$ cat src/rtl/pipe_hazard_ctrl_if.sv
// -----------------------------------------------------------------------------
// pipe_hazard_ctrl_if
// Groups the pipeline-facing signals of the hazard controller.
//   master : pipeline side. Drives the ID/EX/MEM status and reads back the
//            stall/squash controls, the bus error flag and the counters.
//   slave  : the hazard controller itself.
// Signals:
//   id_valid_i, id_rs1_addr_i, id_rs2_addr_i, id_rs1_used_i, id_rs2_used_i,
//   id_instr_jal_i                   instruction currently in ID
//   ex_valid_i, ex_dmem_rd_en_i,
//   ex_reg_wr_addr_i, ex_redirect_i  instruction currently in EX
//   mem_req_i, dmem_ack_i            data access outstanding in MEM / completion
//   if_stall_o .. mem_stall_o        hold the named pipeline register
//   if_squash_o, id_squash_o         invalidate IF-ID / ID-EX on next write
//   bus_err_o                        sticky data-memory timeout flag
//   stall_cycles_o, flush_count_o    performance counters (0 when disabled)
// -----------------------------------------------------------------------------
interface pipe_hazard_ctrl_if;
  logic        id_valid_i;
  logic [4:0]  id_rs1_addr_i;
  logic [4:0]  id_rs2_addr_i;
  logic        id_rs1_used_i;
  logic        id_rs2_used_i;
  logic        id_instr_jal_i;
  logic        ex_valid_i;
  logic        ex_dmem_rd_en_i;
  logic [4:0]  ex_reg_wr_addr_i;
  logic        ex_redirect_i;
  logic        mem_req_i;
  logic        dmem_ack_i;
  logic        if_stall_o;
  logic        id_stall_o;
  logic        ex_stall_o;
  logic        mem_stall_o;
  logic        if_squash_o;
  logic        id_squash_o;
  logic        bus_err_o;
  logic [31:0] stall_cycles_o;
  logic [31:0] flush_count_o;

  modport master (
    output id_valid_i, id_rs1_addr_i, id_rs2_addr_i, id_rs1_used_i,
           id_rs2_used_i, id_instr_jal_i, ex_valid_i, ex_dmem_rd_en_i,
           ex_reg_wr_addr_i, ex_redirect_i, mem_req_i, dmem_ack_i,
    input  if_stall_o, id_stall_o, ex_stall_o, mem_stall_o, if_squash_o,
           id_squash_o, bus_err_o, stall_cycles_o, flush_count_o
  );

  modport slave (
    input  id_valid_i, id_rs1_addr_i, id_rs2_addr_i, id_rs1_used_i,
           id_rs2_used_i, id_instr_jal_i, ex_valid_i, ex_dmem_rd_en_i,
           ex_reg_wr_addr_i, ex_redirect_i, mem_req_i, dmem_ack_i,
    output if_stall_o, id_stall_o, ex_stall_o, mem_stall_o, if_squash_o,
           id_squash_o, bus_err_o, stall_cycles_o, flush_count_o
  );
endinterface

$ cat src/rtl/pipe_hazard_ctrl.sv
// -----------------------------------------------------------------------------
// pipe_hazard_ctrl
// Hazard controller for a classic IF/ID/EX/MEM pipeline. Resolves, in priority
// order: data-memory wait stalls, EX redirects (taken branch / JALR), load-use
// hazards (one bubble) and JAL fetch squashes. A data access that stays
// unacknowledged for TIMEOUT_CYCLES cycles in MEM_WAIT sets a sticky bus error
// and releases the pipeline; the pipeline is expected to drop mem_req_i once it
// sees bus_err_o.
// Parameters:
//   TIMEOUT_CYCLES  1..255, MEM_WAIT cycles before the bus error fires.
// Ports:
//   clk    pipeline clock, rising edge
//   rst_i  asynchronous active-high reset
//   bus    pipe_hazard_ctrl_if.slave (pipeline status in, stall/squash out)
// Build option:
//   PIPE_HAZARD_PERF_CNT_EN  when defined, stall_cycles_o counts mem-stall
//   cycles and flush_count_o counts redirect flushes (both saturating);
//   otherwise both read as constant 0 and no counter flops exist.
// -----------------------------------------------------------------------------
module pipe_hazard_ctrl #(
  parameter int unsigned TIMEOUT_CYCLES = 255
) (
  input logic               clk,
  input logic               rst_i,
  pipe_hazard_ctrl_if.slave bus
);

  typedef enum logic {RUN, MEM_WAIT} state_t;

  // Value of the wait counter during the last MEM_WAIT cycle before timeout.
  localparam logic [7:0] LAST_WAIT = 8'(TIMEOUT_CYCLES - 1);

  state_t     state, state_nxt;
  logic [7:0] wait_cnt, wait_cnt_nxt;
  logic       bus_err, bus_err_nxt;
  logic       mem_stall;
  logic       load_use;

  logic if_stall, id_stall, ex_stall, mem_stall_q;
  logic if_squash, id_squash;

  // An outstanding access with no completion this cycle freezes everything.
  assign mem_stall = bus.mem_req_i && !bus.dmem_ack_i;

  // A load in EX whose result is read by the instruction in ID. x0 is never a
  // real dependency.
  assign load_use = bus.ex_valid_i && bus.ex_dmem_rd_en_i &&
                    (bus.ex_reg_wr_addr_i != 5'd0) && bus.id_valid_i &&
                    ((bus.id_rs1_used_i && (bus.id_rs1_addr_i == bus.ex_reg_wr_addr_i)) ||
                     (bus.id_rs2_used_i && (bus.id_rs2_addr_i == bus.ex_reg_wr_addr_i)));

  // NOTE: every variable driven here gets a default first, so no path can
  // leave one unassigned and infer a latch.
  always_comb begin
    state_nxt    = state;
    wait_cnt_nxt = wait_cnt;
    bus_err_nxt  = bus_err;
    case (state)
      RUN: begin
        if (mem_stall) begin
          state_nxt    = MEM_WAIT;
          wait_cnt_nxt = 8'd0;
        end
      end
      MEM_WAIT: begin
        wait_cnt_nxt = wait_cnt + 8'd1;
        if (!mem_stall) begin
          // Completed (or request withdrawn): stalls already dropped this cycle.
          state_nxt = RUN;
        end else if (wait_cnt == LAST_WAIT) begin
          // TIMEOUT_CYCLES MEM_WAIT cycles spent: give up on the access.
          state_nxt   = RUN;
          bus_err_nxt = 1'b1;
        end
      end
      default: state_nxt = RUN;
    endcase
  end

  // NOTE: sequential state uses non-blocking assignments so every flop samples
  // the pre-edge values, independent of process ordering.
  always_ff @(posedge clk or posedge rst_i) begin
    if (rst_i) begin
      state    <= RUN;
      wait_cnt <= 8'd0;
      bus_err  <= 1'b0;
    end else begin
      state    <= state_nxt;
      wait_cnt <= wait_cnt_nxt;
      bus_err  <= bus_err_nxt;
    end
  end

  // Stall/squash decode. Reset is included combinationally so the pipeline
  // registers see squash immediately, without waiting for a clock edge.
  always_comb begin
    if_stall    = 1'b0;
    id_stall    = 1'b0;
    ex_stall    = 1'b0;
    mem_stall_q = 1'b0;
    if_squash   = 1'b0;
    id_squash   = 1'b0;
    if (rst_i) begin
      if_squash = 1'b1;
      id_squash = 1'b1;
    end else if (mem_stall) begin
      if_stall    = 1'b1;
      id_stall    = 1'b1;
      ex_stall    = 1'b1;
      mem_stall_q = 1'b1;
    end else if (bus.ex_redirect_i) begin
      // EX is held during a mem-stall, so a pending redirect lands here in the
      // first free cycle.
      if_squash = 1'b1;
      id_squash = 1'b1;
    end else if (load_use) begin
      // Keep the consumer in ID and send a bubble into EX.
      if_stall  = 1'b1;
      id_squash = 1'b1;
    end else if (bus.id_instr_jal_i) begin
      // Target known in ID: drop the sequentially fetched instruction.
      if_squash = 1'b1;
    end
  end

  assign bus.if_stall_o  = if_stall;
  assign bus.id_stall_o  = id_stall;
  assign bus.ex_stall_o  = ex_stall;
  assign bus.mem_stall_o = mem_stall_q;
  assign bus.if_squash_o = if_squash;
  assign bus.id_squash_o = id_squash;
  assign bus.bus_err_o   = bus_err;

`ifdef PIPE_HAZARD_PERF_CNT_EN
  logic [31:0] stall_cycles;
  logic [31:0] flush_count;
  logic        redirect_flush;

  assign redirect_flush = !mem_stall && bus.ex_redirect_i;

  always_ff @(posedge clk or posedge rst_i) begin
    if (rst_i) begin
      stall_cycles <= 32'd0;
      flush_count  <= 32'd0;
    end else begin
      if (mem_stall && (stall_cycles != 32'hFFFF_FFFF))
        stall_cycles <= stall_cycles + 32'd1;
      if (redirect_flush && (flush_count != 32'hFFFF_FFFF))
        flush_count <= flush_count + 32'd1;
    end
  end

  assign bus.stall_cycles_o = stall_cycles;
  assign bus.flush_count_o  = flush_count;
`else
  assign bus.stall_cycles_o = 32'd0;
  assign bus.flush_count_o  = 32'd0;
`endif

endmodule
$ cat src/flat_wrapper.sv
// flat-port wrapper written by rule: the top's interface ports become plain ports
module pipe_hazard_ctrl_flat 
#(
  parameter int unsigned TIMEOUT_CYCLES = 255
)
  (clk, rst_i, bus_id_valid_i, bus_id_rs1_addr_i, bus_id_rs2_addr_i, bus_id_rs1_used_i, bus_id_rs2_used_i, bus_id_instr_jal_i, bus_ex_valid_i, bus_ex_dmem_rd_en_i, bus_ex_reg_wr_addr_i, bus_ex_redirect_i, bus_mem_req_i, bus_dmem_ack_i, bus_if_stall_o, bus_id_stall_o, bus_ex_stall_o, bus_mem_stall_o, bus_if_squash_o, bus_id_squash_o, bus_bus_err_o, bus_stall_cycles_o, bus_flush_count_o);
  pipe_hazard_ctrl_if bus_i ();
  input logic clk;
  input logic rst_i;
  input wire logic [$bits(bus_i.id_valid_i)-1:0] bus_id_valid_i;
  input wire logic [$bits(bus_i.id_rs1_addr_i)-1:0] bus_id_rs1_addr_i;
  input wire logic [$bits(bus_i.id_rs2_addr_i)-1:0] bus_id_rs2_addr_i;
  input wire logic [$bits(bus_i.id_rs1_used_i)-1:0] bus_id_rs1_used_i;
  input wire logic [$bits(bus_i.id_rs2_used_i)-1:0] bus_id_rs2_used_i;
  input wire logic [$bits(bus_i.id_instr_jal_i)-1:0] bus_id_instr_jal_i;
  input wire logic [$bits(bus_i.ex_valid_i)-1:0] bus_ex_valid_i;
  input wire logic [$bits(bus_i.ex_dmem_rd_en_i)-1:0] bus_ex_dmem_rd_en_i;
  input wire logic [$bits(bus_i.ex_reg_wr_addr_i)-1:0] bus_ex_reg_wr_addr_i;
  input wire logic [$bits(bus_i.ex_redirect_i)-1:0] bus_ex_redirect_i;
  input wire logic [$bits(bus_i.mem_req_i)-1:0] bus_mem_req_i;
  input wire logic [$bits(bus_i.dmem_ack_i)-1:0] bus_dmem_ack_i;
  output wire logic [$bits(bus_i.if_stall_o)-1:0] bus_if_stall_o;
  output wire logic [$bits(bus_i.id_stall_o)-1:0] bus_id_stall_o;
  output wire logic [$bits(bus_i.ex_stall_o)-1:0] bus_ex_stall_o;
  output wire logic [$bits(bus_i.mem_stall_o)-1:0] bus_mem_stall_o;
  output wire logic [$bits(bus_i.if_squash_o)-1:0] bus_if_squash_o;
  output wire logic [$bits(bus_i.id_squash_o)-1:0] bus_id_squash_o;
  output wire logic [$bits(bus_i.bus_err_o)-1:0] bus_bus_err_o;
  output wire logic [$bits(bus_i.stall_cycles_o)-1:0] bus_stall_cycles_o;
  output wire logic [$bits(bus_i.flush_count_o)-1:0] bus_flush_count_o;
  assign bus_i.id_valid_i = bus_id_valid_i;
  assign bus_i.id_rs1_addr_i = bus_id_rs1_addr_i;
  assign bus_i.id_rs2_addr_i = bus_id_rs2_addr_i;
  assign bus_i.id_rs1_used_i = bus_id_rs1_used_i;
  assign bus_i.id_rs2_used_i = bus_id_rs2_used_i;
  assign bus_i.id_instr_jal_i = bus_id_instr_jal_i;
  assign bus_i.ex_valid_i = bus_ex_valid_i;
  assign bus_i.ex_dmem_rd_en_i = bus_ex_dmem_rd_en_i;
  assign bus_i.ex_reg_wr_addr_i = bus_ex_reg_wr_addr_i;
  assign bus_i.ex_redirect_i = bus_ex_redirect_i;
  assign bus_i.mem_req_i = bus_mem_req_i;
  assign bus_i.dmem_ack_i = bus_dmem_ack_i;
  assign bus_if_stall_o = bus_i.if_stall_o;
  assign bus_id_stall_o = bus_i.id_stall_o;
  assign bus_ex_stall_o = bus_i.ex_stall_o;
  assign bus_mem_stall_o = bus_i.mem_stall_o;
  assign bus_if_squash_o = bus_i.if_squash_o;
  assign bus_id_squash_o = bus_i.id_squash_o;
  assign bus_bus_err_o = bus_i.bus_err_o;
  assign bus_stall_cycles_o = bus_i.stall_cycles_o;
  assign bus_flush_count_o = bus_i.flush_count_o;
  pipe_hazard_ctrl #(.TIMEOUT_CYCLES(TIMEOUT_CYCLES)) u_core (.clk(clk), .rst_i(rst_i), .bus(bus_i));
endmodule
$ cat config.mk
export PLATFORM = sky130hd
export DESIGN_NAME = pipe_hazard_ctrl_flat
export DESIGN_NICKNAME = d
export VERILOG_FILES = /design/src/rtl/pipe_hazard_ctrl_if.sv /design/src/rtl/pipe_hazard_ctrl.sv /design/src/flat_wrapper.sv
export SDC_FILE = /design/constraint.sdc
export NUM_CORES = 1
export LEC_CHECK = 0
export BUFFER_PORTS_ARGS = -buffer_cell sky130_fd_sc_hd__buf_2
export CORE_MARGIN = 3
export CORE_UTILIZATION = 39
export DETAILED_ROUTE_END_ITERATION = 10
export GPL_ROUTABILITY_DRIVEN = 0
export GPL_TIMING_DRIVEN = 0
export HOLD_SLACK_MARGIN = 0.12
export PLACE_DENSITY_LB_ADDON = 0.3
export RECOVER_POWER = 50
export SLEW_MARGIN = 20
export SYNTH_ARGS = -nofsm -noshare
export SYNTH_HDL_FRONTEND = slang
export SYNTH_SLANG_ARGS = --single-unit
export TNS_END_PERCENT = 5
$ cat constraint.sdc
create_clock -name clk -period 1.5 [get_ports clk]
set_input_delay 0.075 -clock clk [delete_from_list [all_inputs] [get_ports clk]]
set_output_delay 0.075 -clock clk [all_outputs]
set_load 0.01 [all_outputs]
==> results of run 1 <==
## area by class of cell
class                   count  area, µm²
well taps                  31       38.8
repair buffers             35        186
multi-input cells         130        654
fillers                   284       1140
flip-flops and latches     10        250
plain buffers              67        503
inverters                   5       18.8
clock buffers               4       36.3
## sequential cells by signal (all words and copies together) (netlist names)
name / count
u_core.wait_cnt: 8
u_core.bus.bus_err_o: 1
u_core.state: 1
## critical path: cells and delay by family (launching register included)
family                 cells  cell delay [ns]
AND/OR/NAND/NOR            1             0.41
flip-flops                 1             0.36
AO/OA/AOI/OAI              2             0.25
buffers and inverters      1             0.16
## layout by cell type (no fill, tap or decap), types with 4 or more instances in the layout
cell,instances
nand2_1,8
conb_1,64
dfrtp_1,10
buf_2,29
xor2_1,9
buf_4,66
clkbuf_4,4
nor2_1,7
o21ai_0,11
inv_1,4
## logic make-up (layout without fill, tap and decap cells)
| family | count (synthesis) | after routing | synth area share (%) |
|---|---|---|---|
| buf+inv | 72 | 111 | 43.8 |
| xor+xnor | 11 | 11 | 8.10 |
| fa+ha+maj | 2 | 2 | 2.10 |
| compound gates | 23 | 23 | 12.0 |
| flops | 10 | 10 | 21.0 |
| simple gates | 30 | 30 | 12.6 |
| other cells | 1 | 64 | 0.315 |
## where the power goes
part | total, mW | switching [mW] | internal [mW]
combinational | 0.352 | 0.171 | 0.182
sequential | 0.306 | 0.0227 | 0.284
clock | 0.248 | 0.100 | 0.147
## metal layers
metal  global-route usage (%)  up-vias  wire [µm]  share of wire (%)
met4                     4.95        0          8               0.35
met2                     21.8       53       1190                 52
li1                         -      570          -                  -
met5                        0        -          0                  0
met1                     13.7      412        873                 38
met3                     2.31        2        198                8.7
## Yosys cell counts, drive strengths merged, types with 2 or more instances
library cell / instances
buf: 67
dfrtp: 10
ha: 2
inv: 5
nand2: 9
nand3: 3
nand4: 3
nor2: 7
nor3: 2
nor4: 2
o21a: 3
o21ai: 12
xnor2: 2
xor2: 9
## stage by stage
step | instances | power (mW)
after floorplan | 212 | 0.584
after global placement | 275 | 0.649
after detailed placement | 275 | 0.652
after CTS | 282 | 0.908
after global routing | 282 | 0.981
final | 282 | 0.906
## timing repair
item                                   in CTS  in global routing
endpoints found under the hold margin      11                  0
setup buffers                               0                  0
hold buffers                                3                  0
## worst max path at each step
stage / start / endpoint / slack, ns / cells after the start
final: u_core.state / u_core.wait_cnt[5] / 0.21 / 4
after global routing: bus_ex_reg_wr_addr_i[4] / bus_if_stall_o / 0.06 / 6
after CTS: bus_ex_reg_wr_addr_i[4] / bus_if_squash_o / 0.20 / 6
after detailed placement: bus_ex_reg_wr_addr_i[4] / bus_if_stall_o / 0.21 / 6
after global placement: u_core.wait_cnt[0] / u_core.wait_cnt[6] / 0.24 / 5
after floorplan: u_core.state / u_core.wait_cnt[7] / 0.33 / 4
==> summary by stage, run 1 <==
Worst setup path
The startpoint-to-endpoint class of the critical path is reg -> reg. The capturing point of the worst reg2reg path is u_core.wait_cnt[5]. The minimum setup slack among reg-to-reg paths is between 0.2 and 0.25 ns. The worst setup path is launched from a flop.

The arrival time of the worst setup path is around 1.5 ns. The worst reg2reg path startpoint is u_core.state. The highest fanout seen on the critical path is 8. Walking the worst path, the cells encountered are buf_4 > nor2_1 > o21ai_0 > o41ai_1. The worst endpoint required time is ~1.7 ns. The cell with the largest stage delay on the worst path is nor2_1. The kind of capture point of the worst setup path is a flop. In this design, the stage delay of the slowest critical-path cell is about 0.41 ns. The worst register-to-register path has a depth of 4.

STA
Adding up every negative setup slack in the final design gives 0 ns. The number of hold violations in the final report came to 0. The setup clock skew after layout is ~0.0058 ns. The final-report max-slew violation count came to 0. In this run the tightest slew margin relative to its limit is 66.8%. The transition time at the pin with the least slew margin is 0.496 ns. Setup repair after global routing left no endpoint under its margin.

In the finished design, the share of the clock period the worst path needs comes to roughly 86%. Setup violations remaining at the end of the flow were counted as 0. Final hold analysis gives a worst-case slack of approximately 0.14 ns.

The final setup slack of the worst path is around 0.2 ns. The routed design could run at a clock period as short as about 1.3 ns. The maximum operating frequency is roughly 0.77 GHz.

Power and ir drop
Across the VDD grid, the largest voltage drop is around 0.4 mV. The static leakage is between 1 and 1.5 nW. The power per cell area is approximately 540 nW/µm².

Final layout
From synthesis to final layout, the design area changed by 41.9%. The repair_antennas step left the layout with diodes totalling 0. The final design utilization is between 50% and 60%. The finished cells cover between 1500 and 2000 µm². The share of layout cells above drive strength 1 is 41.4%.

The net count of the finished layout is 280.

Clock tree
CTS built an H-tree with a depth of 1. Clock-pin slew was measured on the worst setup and hold paths at around 0.07 ns. TritonCTS built the clock tree.

The clock passes through at most 2 buffers. The post-cts resize count is 0. The tree built by TritonCTS fans out to 10 sinks. The TritonCTS buffer count is 3.

The clock latency reported for the late side of the worst-skew pair is 0.27 ns. The library cell used as clock root buffer is clkbuf_4.

Routing
The first-pass iteration count of the detailed router is 4. The via count is around 1000. The total DRC errors in the routed layout is 0.

Once detail routing completed, the nets flagged for antenna violations numbered 0. Using the TritonRoute via totals, the vias-per-cell ratio works out to between 3 and 4. Dividing the detail-routed wire length by the instance count gives just over 8 µm. The number of violations reported at the end of detailed-routing iteration 0 is 12. The overall routed net length is roughly 2300 µm.

Global routing
The number of antenna violations at the first check in global routing came to 0. The global-route wire length before repair is around 3400 µm. Global routing finished with a remaining overflow of 0. The total global routing track utilization is about an eighth.

Entering global routing, the biggest net connects 11 pins. The number of global-route vias before repair is just over 800.

Placement
Detailed placement finished with a half-perimeter wire length of 2020 µm. Buffers placed on the I/O ports in this run total 32. After detailed placement, the total cell area comes to 1630 µm². Prior to clock tree synthesis, the placed netlist has a worst setup slack of around 0.21 ns.

Synthesis
The most instantiated flip-flop cell in the synthesis netlist is dfrtp_1. Of the post-synthesis cell area, the dominant cell type holds between 40% and 50%. The synthesized netlist occupies a cell area of 1190 µm². Summing the sequential cell areas from Yosys gives between 20% and 30% of the chip area. The cell count after synthesis came out at 149. Of all flip-flops after synthesis, the portion carrying an async set or reset was 100%. The cell taking the most area after synthesis is buf_4.

The number of library cell types mapped by synthesis is 31. Synthesis inferred 10 register bits. The Yosys warning count is 0. By area the synthesized netlist is led by buf_4, dfrtp_1, xor2_1. Each instance of the synthesized netlist takes up on average approximately 8 µm².

The number of enable flip-flop cells after synthesis is 0.

Hold path
The path class of the tightest hold or removal check is in -> reg. The startpoint of the tightest hold check path is bus_dmem_ack_i. The hold-critical path endpoint is u_core.bus.bus_err_o.

Counting instances, the worst hold path has a depth of 3.

Floorplan
The overall die area is 3750 µm². In this run the vertical extent of the chip is 61.2 µm. The I/O pin total is 97.

In this run the core area contains 19 standard-cell rows. The region available for standard cell placement spans 2830 µm². Measured along the x axis, the die boundary spans 61.2 µm.

The effective utilization at floorplan is about 42%.

Run
The number of max-capacitance violations reported is 0.

Status
The run finished with clean final reports.
Power figures use the tool's default switching activity.
==> inputs of run 2 (changes only) <==
--- a/config.mk
+++ b/config.mk
@@ -12,8 +12,10 @@
 export GPL_ROUTABILITY_DRIVEN = 0
 export GPL_TIMING_DRIVEN = 0
 export HOLD_SLACK_MARGIN = 0.12
-export PLACE_DENSITY_LB_ADDON = 0.3
+export MAX_ROUTING_LAYER = met4
+export PLACE_DENSITY_LB_ADDON = 0.05
 export RECOVER_POWER = 50
+export SKIP_CTS_REPAIR_TIMING = 1
 export SLEW_MARGIN = 20
 export SYNTH_ARGS = -nofsm -noshare
 export SYNTH_HDL_FRONTEND = slang
==> summary by stage, run 2 (synthesized netlist as in run 1, its figures left out) <==
STA
The maximum operating frequency is ~0.76 GHz. The setup clock skew after layout is roughly 0.0024 ns. The number of hold violations in the final report is 0. The final-report max-slew violation count was 0. The final critical path time including I/O delays and setup is ~1.3 ns. Setup violations remaining at the end of the flow were counted as 0.

Setup repair after global routing left no endpoint under its margin. Of the available clock period, the critical path in the final layout requires 88.3%. After routing, the total negative slack on setup checks comes to 0 ns.

Floorplan
The overall die width is 61.2 µm. The core region is 2830 µm². The die outline height is roughly 61 µm. The total number of placement rows is 19. The initial utilization of the core area, before any placement, comes to a little over two fifths. The die covers ~3700 µm². 97 I/O pins were placed.

Worst setup path
STA classifies the critical path startpoint as a primary input. In this design, the largest share of critical-path delay is due to compound AO/OA/AOI/OAI gates. The startpoint identified for the worst register-to-register timing path is u_core.wait_cnt[0]. The arrival time of the worst setup path is around 1.3 ns. The number of buffers and inverters on the critical path is 2. The kind of capture point of the worst setup path is a primary output. The path depth of the worst reg2reg path is 5. The capturing point of the worst reg2reg path is u_core.wait_cnt[6]. In this run the worst path has a maximum fanout of 3. The startpoint-to-endpoint class of the critical path is in -> out. In this design, the critical path's most frequently occurring cell is buf_2. The worst endpoint required time is about 1.4 ns. The peak per-stage delay on the critical path is 0.32 ns.

Walking the worst path, the cells encountered are buf_2 > xor2_1 > nor4_1 > a32oi_1 > o21ai_0 > buf_2. Setup slack on the worst reg-to-reg path comes out at 0.23 ns. For this design, the slowest cell found on the critical path is nor4_1.

Hold path
The worst hold-check path type is in -> reg. The startpoint identified for the worst hold timing path is bus_dmem_ack_i. The worst hold path terminates at u_core.bus.bus_err_o. The cell depth of the worst min-delay path is 3.

Global routing
The first global-routing pass estimated approximately 3200 µm of wire. In the global route stage, overall resource usage came out at between 10% and 20%. The global-route met1 utilization is approximately 15%. The number of antenna violations at the first check in global routing was 0. For met3 alone, demand over resource in global routing was under 10%.

The number of global-route vias before repair is slightly above 700. In this run the most used layer during global routing was met2. Entering global routing, the biggest net connects 12 pins. The met2 capacity usage during global routing is between 10% and 20%.

Global routing finished with a remaining overflow of 0.

Power and ir drop
The worst-case IR drop observed on VDD is about 0.52 mV. The static leakage is roughly 1.0 nW. Dividing total power by cell area gives a power density of 535 nW/µm².

The completed layout was analyzed and its total power is ~0.9 mW.

Routing
The first-pass iteration count of the detailed router is 2. The total DRC errors in the routed layout is 0. The overall routed net length is around 2400 µm. After detailed routing, the average wire length per cell comes to 8.68 µm.

The final route contains 1022 vias. Once detail routing completed, the nets flagged for antenna violations numbered 0. The number of violations reported at the end of detailed-routing iteration 0 is 12. The ratio of routed vias to standard cells is 3.62.

Clock tree
The clock tree from TritonCTS is built. The count of H-tree levels built during CTS is 1. The library cell used as clock root buffer is clkbuf_4.

The clock latency reported for the late side of the worst-skew pair is around 0.27 ns. Counting along the longest clock path gives a buffer depth of 2. The clock sink total is 10. The clock edge transition at the registers on the reported setup and hold paths is ~0.060 ns. The TritonCTS buffer count is 3.

Final layout
The number of fillers in the final layout is between 200 and 300. Cells with a size suffix above 1 make up a little over 40% of the layout. The register containing the most flip-flops in the final layout is u_core.wait_cnt.

The most frequent standard cell in the layout excluding fill and tap cells is buf_4. The area growth from synthesis to layout is 41.9%. 0 antenna diodes ended up in the layout. The net count of the finished layout is 280.

The flip-flop count of the largest register, all copies and words added is 8. In the layout the commonest cells are buf_4, conb_1, buf_2, o21ai_0, dfrtp_1.

Placement
Input and output buffers added on the ports amount to 32. After legalization and detailed placement, the total HPWL measured 2140 µm.

Status
The flow ran to the end, and the final reports show no timing, DRC or antenna violations.

Run
Max-cap violations in this run came to 0.
-- run 2: cell counts in the layout (fill, tap and decap cells not counted) --
Identical to the previous run, type by type.
-- run 2: worst max-delay path by stage --
stage | from | to | slack, ns | depth (start not counted)
after detailed placement | bus_ex_reg_wr_addr_i[4] | bus_if_stall_o | 0.16 | 6
after floorplan | u_core.state | u_core.wait_cnt[7] | 0.33 | 4
final | bus_ex_reg_wr_addr_i[4] | bus_if_stall_o | 0.18 | 6
after CTS | bus_ex_reg_wr_addr_i[4] | bus_if_stall_o | 0.16 | 6
after global placement | bus_ex_reg_wr_addr_i[4] | bus_if_stall_o | 0.23 | 6
after global routing | bus_ex_reg_wr_addr_i[4] | bus_if_stall_o | 0.03 | 6
-- run 2: worst register-to-register path, cell delays in order, from the launching register on --
cell and delay (ns):
dfrtp_1 0.45, ha_1 0.25, inv_1 0.06, o21a_1 0.17
o21ai_0 0.14, o31ai_1 0.09
-- run 2: cell type report --
| class | instances | area (µm²) | area share [%] |
|---|---|---|---|
| Sequential cell | 10 | 250 | 14.8 |
| Buffer | 67 | 503 | 29.8 |
| Inverter | 5 | 18.8 | 1.11 |
| Timing Repair Buffer | 35 | 186 | 11.0 |
| Clock buffer | 4 | 36.3 | 2.15 |
| Multi-Input combinational cell | 130 | 654 | 38.8 |
| Tap cell | 31 | 38.8 | 2.30 |
-- run 2: layer usage --
layer / part of all wire, % / routed length (µm) / vias up
met5: 0 / 0 / -
met1: 40 / 981 / 397
met2: 46 / 1130 / 55
met4: 0.29 / 7 / 0
li1: - / - / 568
met3: 14 / 334 / 2
-- run 2: power by group --
part | leakage [nW] | switching (mW) | internal, mW | total [mW]
sequential | 0.136 | 0.0232 | 0.284 | 0.307
clock | 0.0210 | 0.0945 | 0.147 | 0.242
combinational | 0.858 | 0.171 | 0.182 | 0.354
-- run 2: metrics by stage --
stage	std cells	setup WS (ns)	hold WS, ns	utilization [%]	area (µm²)
final	282	0.176	0.146	59.7	1690
after global routing	282	0.0330	0.143	59.7	1690
after CTS	279	0.158	-0.190	58.7	1660
after detailed placement	275	0.159	0.104	57.5	1630
after global placement	275	0.227	0.101	57.5	1630
after floorplan	212	0.325	-0.0768	-	1430
